**src/rtl/pwm_multichannel_pkg.sv**
```systemverilog
// Shared constants and types for the multichannel PWM generator.
package pwm_multichannel_pkg;

  localparam int unsigned NUM_CH_DEF  = 16;
  localparam int unsigned CNT_W_DEF   = 8;
  localparam int unsigned PRESC_W_DEF = 8;

  localparam logic MODE_EDGE   = 1'b0;
  localparam logic MODE_CENTER = 1'b1;

  // Duty value meaning "always high"; channels slice the low CNT_W bits (CNT_W <= 32).
  localparam logic [31:0] DUTY_FULL = '1;

  // Timebase direction states.
  typedef enum logic {
    ST_UP   = 1'b0,
    ST_DOWN = 1'b1
  } dir_e;

endpackage

```
**src/rtl/pwm_multichannel_channel.sv**
```systemverilog
// One PWM channel: duty shadow register, comparator and registered output.
module pwm_multichannel_channel
  import pwm_multichannel_pkg::*;
#(
  parameter int unsigned CNT_W = CNT_W_DEF
) (
  input  logic             clk_i,
  input  logic             rst_ni,
  input  logic [CNT_W-1:0] cnt_i,
  input  logic [CNT_W-1:0] duty_i,
  input  logic             load_i,
  input  logic             enable_i,
  input  logic             en_out_i,
  input  logic             en_pwm_i,
  output logic             out_o
);

  logic [CNT_W-1:0] duty_sh_q;
  logic             pwm_raw;
  logic             out_q;

  // Duty shadow follows the live value only when the timebase says so.
  always_ff @(posedge clk_i or negedge rst_ni) begin
    if (!rst_ni) begin
      duty_sh_q <= '0;
    end else if (load_i) begin
      duty_sh_q <= duty_i;
    end
  end

  // Compare: all-ones duty is forced high so the full-scale value gives 100 %.
  always_comb begin
    pwm_raw = enable_i & ((duty_sh_q == DUTY_FULL[CNT_W-1:0]) | (cnt_i < duty_sh_q));
  end

  // Output gating; en_pwm=0 turns an enabled channel into a static high.
  always_ff @(posedge clk_i or negedge rst_ni) begin
    if (!rst_ni) begin
      out_q <= 1'b0;
    end else begin
      out_q <= en_out_i & (en_pwm_i ? pwm_raw : 1'b1);
    end
  end

  assign out_o = out_q;

endmodule

```
**src/rtl/pwm_multichannel.sv**
```systemverilog
// N-channel PWM generator: prescaler, shared up/up-down timebase, shadowed period/mode.
//
// state   | meaning
// ST_UP   | counter rising (edge mode always stays here)
// ST_DOWN | centre mode, counter falling back towards 0
module pwm_multichannel
  import pwm_multichannel_pkg::*;
#(
  parameter int unsigned NUM_CH  = NUM_CH_DEF,
  parameter int unsigned CNT_W   = CNT_W_DEF,
  parameter int unsigned PRESC_W = PRESC_W_DEF
) (
  input  logic                    clk_i,
  input  logic                    rst_ni,
  input  logic                    enable_i,
  input  logic                    center_mode_i,
  input  logic [PRESC_W-1:0]      prescale_i,
  input  logic [CNT_W-1:0]        period_i,
  input  logic [NUM_CH*CNT_W-1:0] duty_flat_i,
  input  logic [NUM_CH-1:0]       en_out_i,
  input  logic [NUM_CH-1:0]       en_pwm_i,
  output logic [NUM_CH-1:0]       out_o,
  output logic                    period_strb_o
);

  logic [PRESC_W-1:0] presc_cnt_q, presc_cnt_d;
  logic [CNT_W-1:0]   cnt_q, cnt_d;
  logic [CNT_W-1:0]   period_sh_q;
  logic               mode_sh_q;
  logic               strb_q;
  dir_e               state_q, state_d;
  logic               tick;
  logic               boundary;
  logic               load;

  // Prescaler: tick on terminal count, held at zero while disabled.
  always_comb begin
    tick        = 1'b0;
    presc_cnt_d = presc_cnt_q;
    if (!enable_i) begin
      presc_cnt_d = '0;
    end else if (presc_cnt_q == prescale_i) begin
      tick        = 1'b1;
      presc_cnt_d = '0;
    end else begin
      presc_cnt_d = presc_cnt_q + PRESC_W'(1);
    end
  end

  // Timebase next state; centre mode with period 0 falls back to edge behaviour.
  always_comb begin
    state_d  = state_q;
    cnt_d    = cnt_q;
    boundary = 1'b0;
    if (!enable_i) begin
      state_d = ST_UP;
      cnt_d   = '0;
    end else if (tick) begin
      if ((mode_sh_q == MODE_CENTER) && (period_sh_q != '0)) begin
        unique case (state_q)
          ST_UP: begin
            cnt_d = cnt_q + CNT_W'(1);
            if (cnt_d >= period_sh_q) state_d = ST_DOWN;
          end
          ST_DOWN: begin
            if (cnt_q <= CNT_W'(1)) begin
              cnt_d    = '0;
              state_d  = ST_UP;
              boundary = 1'b1;
            end else begin
              cnt_d = cnt_q - CNT_W'(1);
            end
          end
        endcase
      end else begin
        state_d = ST_UP;
        if (cnt_q >= period_sh_q) begin
          cnt_d    = '0;
          boundary = 1'b1;
        end else begin
          cnt_d = cnt_q + CNT_W'(1);
        end
      end
    end
  end

  // Shadows are transparent while disabled so a restart picks up current settings.
  assign load = ~enable_i | boundary;

  // Timebase, prescaler and direction registers.
  always_ff @(posedge clk_i or negedge rst_ni) begin
    if (!rst_ni) begin
      presc_cnt_q <= '0;
      cnt_q       <= '0;
      state_q     <= ST_UP;
    end else begin
      presc_cnt_q <= presc_cnt_d;
      cnt_q       <= cnt_d;
      state_q     <= state_d;
    end
  end

  // Period/mode shadows and the boundary strobe.
  always_ff @(posedge clk_i or negedge rst_ni) begin
    if (!rst_ni) begin
      period_sh_q <= '0;
      mode_sh_q   <= MODE_EDGE;
      strb_q      <= 1'b0;
    end else begin
      strb_q <= boundary;
      if (load) begin
        period_sh_q <= period_i;
        mode_sh_q   <= center_mode_i;
      end
    end
  end

  assign period_strb_o = strb_q;

  for (genvar i = 0; i < NUM_CH; i++) begin : g_ch
    pwm_multichannel_channel #(
      .CNT_W(CNT_W)
    ) u_ch (
      .clk_i    (clk_i),
      .rst_ni   (rst_ni),
      .cnt_i    (cnt_q),
      .duty_i   (duty_flat_i[i*CNT_W +: CNT_W]),
      .load_i   (load),
      .enable_i (enable_i),
      .en_out_i (en_out_i[i]),
      .en_pwm_i (en_pwm_i[i]),
      .out_o    (out_o[i])
    );
  end

endmodule

```
**config.mk**
```make
export PLATFORM = sky130hd
export DESIGN_NAME = pwm_multichannel
export DESIGN_NICKNAME = d
export VERILOG_FILES = /design/src/rtl/pwm_multichannel_pkg.sv /design/src/rtl/pwm_multichannel_channel.sv /design/src/rtl/pwm_multichannel.sv
export SDC_FILE = /design/constraint.sdc
export NUM_CORES = 1
export LEC_CHECK = 0
export CORE_MARGIN = 3
export CORE_UTILIZATION = 54
export CTS_BUF_LIST = sky130_fd_sc_hd__clkbuf_4 sky130_fd_sc_hd__clkbuf_8
export DETAILED_ROUTE_END_ITERATION = 12
export HOLD_SLACK_MARGIN = 0.1
export PLACE_DENSITY_LB_ADDON = 0.2
export RECOVER_POWER = 100
export SLEW_MARGIN = 15
export SYNTH_ARGS = -nofsm -noshare
export SYNTH_HDL_FRONTEND = slang
export SYNTH_HIERARCHICAL = 1
export SYNTH_SLANG_ARGS = --single-unit
```
**constraint.sdc**
```tcl
create_clock -name clk_i -period 4.7 [get_ports clk_i]
set_input_delay 1.41 -clock clk_i [delete_from_list [all_inputs] [get_ports clk_i]]
set_output_delay 1.41 -clock clk_i [all_outputs]
set_load 0.01 [all_outputs]
```
==> results of run 1 <==
[per-layer routing]
metal,share of wire,up-vias
met1,0.44,4056
li1,-,4237
met3,0.063,33
met2,0.48,254
met4,0.015,0
met5,0,-
[worst max-delay path: stages]
cell	delay (ns)
dlygate4sd3_1	0.54
xor2_1	0.16
nor4_1	0.33
nand2_1	0.31
o21ai_0	0.61
buf_12	0.42
mux2_1	0.39
[report_power, final]
part | total, uW | switching [uW] | internal [uW]
sequential | 1670 | 73.3 | 1590
combinational | 573 | 280 | 293
clock | 1050 | 610 | 439
total | 3290 | 963 | 2330
[kinds of logic (layout without fill, tap and decap cells)]
| logic type | count (synthesis) | count (layout) | synth area share |
|---|---|---|---|
| AND/OR/NAND/NOR | 335 | 335 | 0.156 |
| AO/OA/AOI/OAI | 246 | 246 | 0.155 |
| flip-flops | 171 | 171 | 0.414 |
| buffers and inverters | 167 | 389 | 0.0644 |
| adder cells (fa/ha/maj) | 132 | 132 | 0.160 |
| multiplexers | 26 | 26 | 0.0315 |
| XOR/XNOR | 22 | 22 | 0.0187 |
[state kept, by name, indices dropped and copies added, names as in the netlist]
name	count
g_ch.u_ch/duty_sh_q	128
g_ch.u_ch/out_o	16
cnt_q	8
period_sh_q	8
presc_cnt_q	8
mode_sh_q	1
period_strb_o	1
state_q	1
[cells in the final DEF, fill, tap and decap left out, types with 10 or more instances in the layout]
master | synthesis | routed
clkdlybuf4s50_1 | 0 | 176
dfrtp_1 | 171 | 171
nand2_1 | 166 | 167
inv_1 | 145 | 145
ha_1 | 132 | 132
o21ai_0 | 20 | 127
nor2_1 | 66 | 67
nand4_1 | 35 | 35
o21ai_1 | 133 | 27
mux2_1 | 16 | 25
a21oi_1 | 22 | 22
o211ai_1 | 22 | 22
dlygate4sd3_1 | 0 | 19
nor3_1 | 18 | 18
clkbuf_8 | 0 | 17
xor2_1 | 16 | 16
nor3b_2 | 16 | 16
a221o_1 | 16 | 16
a2111oi_0 | 0 | 13
nand3_1 | 10 | 10
buf_4 | 2 | 10
[cell type report]
cell class / count / area (sq um) / area share
clock buffer: 17 / 234 / 0.0182
clock inverter: 15 / 153 / 0.0119
inverter: 145 / 544 / 0.0423
multi-input combinational: 761 / 5250 / 0.409
sequential: 171 / 4280 / 0.333
tap: 229 / 287 / 0.0223
timing repair buffer: 212 / 2100 / 0.164
[through the flow]
stage	setup slack [ns]	std cells	hold slack (ns)	power, uW
after floorplan	0.661	1099	0.471	2000
after global placement	0.857	1518	0.490	2280
after detailed placement	0.824	1518	0.495	2310
after CTS	1.34	1550	0.522	3360
after global routing	0.598	1550	0.515	3470
final	0.809	1550	0.494	3290
[worst max-delay path by stage]
stage                                                        end
after floorplan            g_ch[0].u_ch/duty_sh_q[4]$_DFFE_PN0P_
after global placement     g_ch[7].u_ch/duty_sh_q[0]$_DFFE_PN0P_
after detailed placement  g_ch[15].u_ch/duty_sh_q[0]$_DFFE_PN0P_
after CTS                 g_ch[15].u_ch/duty_sh_q[0]$_DFFE_PN0P_
after global routing       g_ch[8].u_ch/duty_sh_q[5]$_DFFE_PN0P_
final                     g_ch[15].u_ch/duty_sh_q[0]$_DFFE_PN0P_
==> impl_results.md, run 1 <==
* HPWL Detailed at 18.2 mm
* Clock latency at the later pin of the worst-skew pair at 0.47 ns
* Crit Reg-Reg Startpoint: cnt_q[2]$_DFFE_PN0P_
* YS warnings at 6
* Remaining DRCs at 0
* Total grt overflow at 0
* Layout fillers at 1469
* FFs w/ async S/R, synth at 1.00
* CTS Sinks at 171
* Worst-path maximum fanout at 115
* Leakage at 0.00613 uW
* Fin nets at 1620
* Die span in y at 144 microns
* H-tree depth at 4
* Row cnt at 49
* Slew @ Worst Pin at 2.40 ns
* Post-synth top area share at 0.414
* Final antenna-violating net count at 0
* Hold path startpoint: mode_sh_q$_DFFE_PN0P_
* Sequential fraction of the synthesis area at 0.414
* Final setup viols at 0
* RSZ-0062 raised after global routing: false
* Outcome: finished with violations
* Util after Layout at 0.699
* Flop-to-flop setup slack at 1.06 ns
* Synth Instances at 1099
* Post-synth cell types at 46
* Via count at 8580
* Setup crit start kind: input port
* Min cycle time layout at 3.89 ns
* Routed len/inst at 16.6 microns
* Met2 GRT Util at 0.421
* Most Crowded Layer GR: met2
* Top-count cell post-synth: dfrtp_1
* FF-to-FF path depth at 11
* Peak VDD IR at 0.000177 V
* Most instantiated cells after synthesis: dfrtp_1 (171), nand2_1 (166), inv_1 (145), o21ai_1 (133), ha_1 (132)
* Post-synth EDFFs at 0
* Final hold viol count at 0
* Die W at 144 microns
* Cell count of the worst hold path at 1
* IO buf count at 196
* Clk root buf: clkbuf_8
* Max-Cap Viols at 1
* Final Max Tran Viols at 96
* Synth area leaders: dfrtp_1 (41%), ha_1 (16%), o21ai_1 (6.4%)
* Ports at 197
* Synth Register Bits at 171
* Design Area, Final at 12900 sq um
* Net Count, Synth at 1411
* # diodes at 0
* Post-CTS setup repair buffer count at 0
* Setup CP Type: in -> reg
* Share of cells above drive strength 1 at 0.0568
* Resize count post-CTS at 0
* Setup TNS Final at 0 ns
* Core area at 18400 sq um
* Starting Density at 0.562
* Max Root-Sink Buffers at 2
* Relative slew slack at -0.600
* P&R area growth vs syn at 24.4%
* Post-Syn Area at 10300 sq um
* Hold Path End: mode_sh_q$_DFFE_PN0P_
* Failing checks: max-capacitance violations, max-slew violations
* Pwr per Cell Area at 256 nW/um^2
* Req. time, crit path at 5.05 ns
* Die area at 20800 sq um
* Fin Clk Skew at 0.0199 ns
* Critical Path Sink Type: register
* Period Utilization, post-route at 0.828
* First-pass GRT wire length at 41.6 mm
* CP arrival at 4.24 ns
* CP Launch Point: prescale_i[1]
* Vias in the first global route at 8452
* Initial antenna violation count at 0
* Worst-path clk slew at 0.10 ns
* Vias per cell at 5.54
* GRT Overall Usage at 0.252
* Pin count of the biggest net entering global routing at 116
* Largest area contributor in the netlist: dfrtp_1
* Drt initial violations at 486
* Reg-to-Reg End: state_q$_DFFE_PN0P_
* Met3 Use GR at 0.0437
* DR pass1 iterations at 5
* Cts hold-fix bufs at 0
* Routability congestion estimate at 0.871
* Detailed-route wire length at 25.7 mm
* Total CTS buffers at 17
* CTS tree: done
* Hold WC Path Type: reg -> reg
* Syn_area_per_cell at 9.40 sq um
* Met1 usage at 0.337
* Placed inst area at 12600 sq um
* Top FF cell, synth: dfrtp_1
* Max Fclk at 257 MHz
Power figures use the tool's default switching activity.
==> run 2: changes to the inputs <==
==> constraint.sdc (replaced) <==
create_clock -name clk_i -period 3.7 [get_ports clk_i]
set_input_delay 1.11 -clock clk_i [delete_from_list [all_inputs] [get_ports clk_i]]
set_output_delay 1.11 -clock clk_i [all_outputs]
set_load 0.01 [all_outputs]
==> impl_results.md, run 2 (same netlist as run 1, synthesis figures left out) <==
* Outcome: finished with violations
* Failing checks: max-capacitance violations, max-slew violations
* Remaining DRCs at 0 (unchanged)
* Total CTS buffers at 17 (unchanged)
* Relative slew slack at -0.310 (+0.289)
* Final antenna-violating net count at 0 (unchanged)
* Max Fclk at 300 MHz
* Routability congestion estimate at 0.866 (-0.63%)
* IO buf count at 196 (unchanged)
* Top reg by flops: g_ch.u_ch/duty_sh_q
* Slew @ Worst Pin at 1.97 ns (-0.434 ns)
* Most common cell after layout, fill and taps aside: clkdlybuf4s50_1
* Leakage at 0.00617 uW (+0.73%)
* Final Max Tran Viols at 76 (-21%)
* Core area at 18400 sq um (unchanged)
* Critical Path Sink Type: register
* HPWL Detailed at 18.9 mm (+3.9%)
* Resize count post-CTS at 0 (unchanged)
* CTS tree: done
* Min cycle time layout at 3.33 ns
* CTS Sinks at 171 (unchanged)
* Pin count of the biggest net entering global routing at 77 (-34%)
* Share of cells above drive strength 1 at 0.0633 (+0.00648)
* Row cnt at 49 (unchanged)
* Worst-path maximum fanout at 13 (-89%)
* Design Area, Final at 12900 sq um (+0.64%)
* Detailed-route wire length at 26.4 mm (+2.9%)
* Drt initial violations at 500 (+2.9%)
* # diodes at 0 (unchanged)
* Psw at 1190 uW (+23%)
* Max Root-Sink Buffers at 2 (unchanged)
* P&R area growth vs syn at 25.2%
* Vias per cell at 5.58 (+0.72%)
* GRT Overall Usage at 0.259 (+0.00791)
* Comb pwr share at 0.173 (about the same)
* Worst-path clk slew at 0.09 ns (about the same)
* Vias in the first global route at 8686 (+2.8%)
* Hold WC Path Type: reg -> reg
* Slowest CP cell: clkbuf_1
* FF-to-FF path depth at 12 (+1)
* Setup CP Type: in -> reg
* Final hold viol count at 0 (unchanged)
* Fin nets at 1627 (+0.43%)
* Die W at 144 microns (unchanged)
* Max-Cap Viols at 1 (unchanged)
* Routed len/inst at 17.0 microns (+2.5%)
* Cell count of the worst hold path at 1 (unchanged)
* CP arrival at 3.73 ns (-0.51 ns)
* DR pass1 iterations at 5 (unchanged)
* Sw frac at 0.277 (-0.0160)
* Initial antenna violation count at 1 (+1)
* First-pass GRT wire length at 42.7 mm (+2.6%)
* Part of the power in registers at 0.494 (-0.013)
* Period Utilization, post-route at 0.901
* Setup crit start kind: input port
* Via count at 8681 (+1.2%)
* RSZ-0062 raised after global routing: false
* Pint at 3100 uW (+33%)
* Ports at 197 (unchanged)
* Pwr per Cell Area at 331 nW/um^2 (+29%)
* Clock latency at the later pin of the worst-skew pair at 0.46 ns (about the same)
* Crit-path cells: dlygate4sd3_1 > clkbuf_1 > nand2_1 > a2111oi_0 > a221o_1
* Setup TNS Final at 0 ns (unchanged)
* Largest register FFs at 128 (unchanged)
* H-tree depth at 4 (unchanged)
* Clk root buf: clkbuf_8
* Die area at 20800 sq um (unchanged)
* Cts hold-fix bufs at 0 (unchanged)
* Clock share of power at 0.333 (+0.014)
* Post-CTS setup repair buffer count at 0 (unchanged)
* Die span in y at 144 microns (unchanged)
* Final setup viols at 0 (unchanged)
* Total grt overflow at 0 (unchanged)
* Fin Clk Skew at 0.0141 ns (-0.00579 ns)
* Starting Density at 0.562 (unchanged)
* Req. time, crit path at 4.09 ns (-0.96 ns)
* Largest stage delay, worst path at 0.81 ns (+0.20 ns)
* Most frequent cells in the layout: clkdlybuf4s50_1 (176), dfrtp_1 (169), nand2_1 (166)
* Peak VDD IR at 0.000206 V (+16%)
* Placed inst area at 12700 sq um (+0.59%)
run 2: changes by cell type in the layout (fill, tap and decap cells not counted), sizes merged:
cell / before / now
buf: 13 / 17
bufinv: 1 / 3
clkbuf: 21 / 26
clkinv: 2 / 4
inv: 154 / 148
run 2: stage by stage:
| step | instances | hold slack [ns] | power [uW] | setup slack (ns) | utilization |
|---|---|---|---|---|---|
| 6_report | 1557 | 0.521 | 4290 | 0.366 | 0.703 |
| 5_1_grt | 1557 | 0.551 | 4520 | 0.223 | 0.703 |
| 4_1_cts | 1557 | 0.526 | 4370 | 0.630 | 0.713 |
| 3_5_place_dp | 1525 | 0.507 | 2950 | 0.438 | 0.690 |
| 3_3_place_gp | 1525 | 0.498 | 2920 | 0.470 | 0.690 |
| 2_1_floorplan | 1099 | 0.471 | 2540 | 0.0160 | - |
run 2: critical path: cells and delay by family:
| family | cells | cell delay [ns] |
|---|---|---|
| AOI/OAI and AO/OA | 2 | 0.84 |
| and+or+nand+nor | 1 | 0.19 |
| buffers and inverters | 2 | 1.58 |
run 2: cell type report:
cell class / instances / area, sq um
inverter: 145 / 544
sequential: 171 / 4280
timing repair buffer: 219 / 2150
multi-input combinational: 761 / 5260
clock buffer: 19 / 255
clock inverter: 13 / 165
tap: 229 / 287
fill: 1448 / 5460
run 2: power groups by stage:
stage	Clock, uW	Sequential, uW	Combinational (uW)
2_1_floorplan	0	2130	407
3_3_place_gp	0	2150	768
3_5_place_dp	0	2150	793
4_1_cts	1460	2120	798
5_1_grt	1540	2140	841
6_report	1430	2120	743
run 2: routing by layer:
layer  part of all wire  routed length (microns)  global-route usage  vias to the layer above
met3              0.056                     1480              0.0496                       43
met4              0.017                      457              0.0638                        2
li1                   -                        -                   -                     4248
met5            0.00076                       20                   0                        -
met2               0.47                    12500               0.426                      274
met1               0.45                    12000               0.358                     4114
run 2: path summary, 6_finish.rpt:
check                                                      start                                      to  slack (ns)
hold / removal             g_ch[9].u_ch/duty_sh_q[0]$_DFFE_PN0P_   g_ch[9].u_ch/duty_sh_q[0]$_DFFE_PN0P_        0.52
min in group asynchronous                                 rst_ni  g_ch[15].u_ch/duty_sh_q[7]$_DFFE_PN0P_        1.20
hold reg to reg            g_ch[9].u_ch/duty_sh_q[0]$_DFFE_PN0P_   g_ch[9].u_ch/duty_sh_q[0]$_DFFE_PN0P_        0.52
setup / recovery                                        enable_i           g_ch[12].u_ch/out_o$_DFF_PN0_        0.37
max in group asynchronous                                 rst_ni  g_ch[12].u_ch/duty_sh_q[4]$_DFFE_PN0P_        0.75
setup reg to reg                            cnt_q[1]$_DFFE_PN0P_                     state_q$_DFFE_PN0P_        0.48
==> run 3: changes to the inputs <==
--- a/config.mk
+++ b/config.mk
@@ -12,7 +12,7 @@
 export HOLD_SLACK_MARGIN = 0.1
 export PLACE_DENSITY_LB_ADDON = 0.2
 export RECOVER_POWER = 100
-export SLEW_MARGIN = 15
+export SLEW_MARGIN = 20
 export SYNTH_ARGS = -nofsm -noshare
 export SYNTH_HDL_FRONTEND = slang
 export SYNTH_HIERARCHICAL = 1
==> results of run 3 <==
Same layout as run 2: the final DEF is identical, and so are final timing and power.
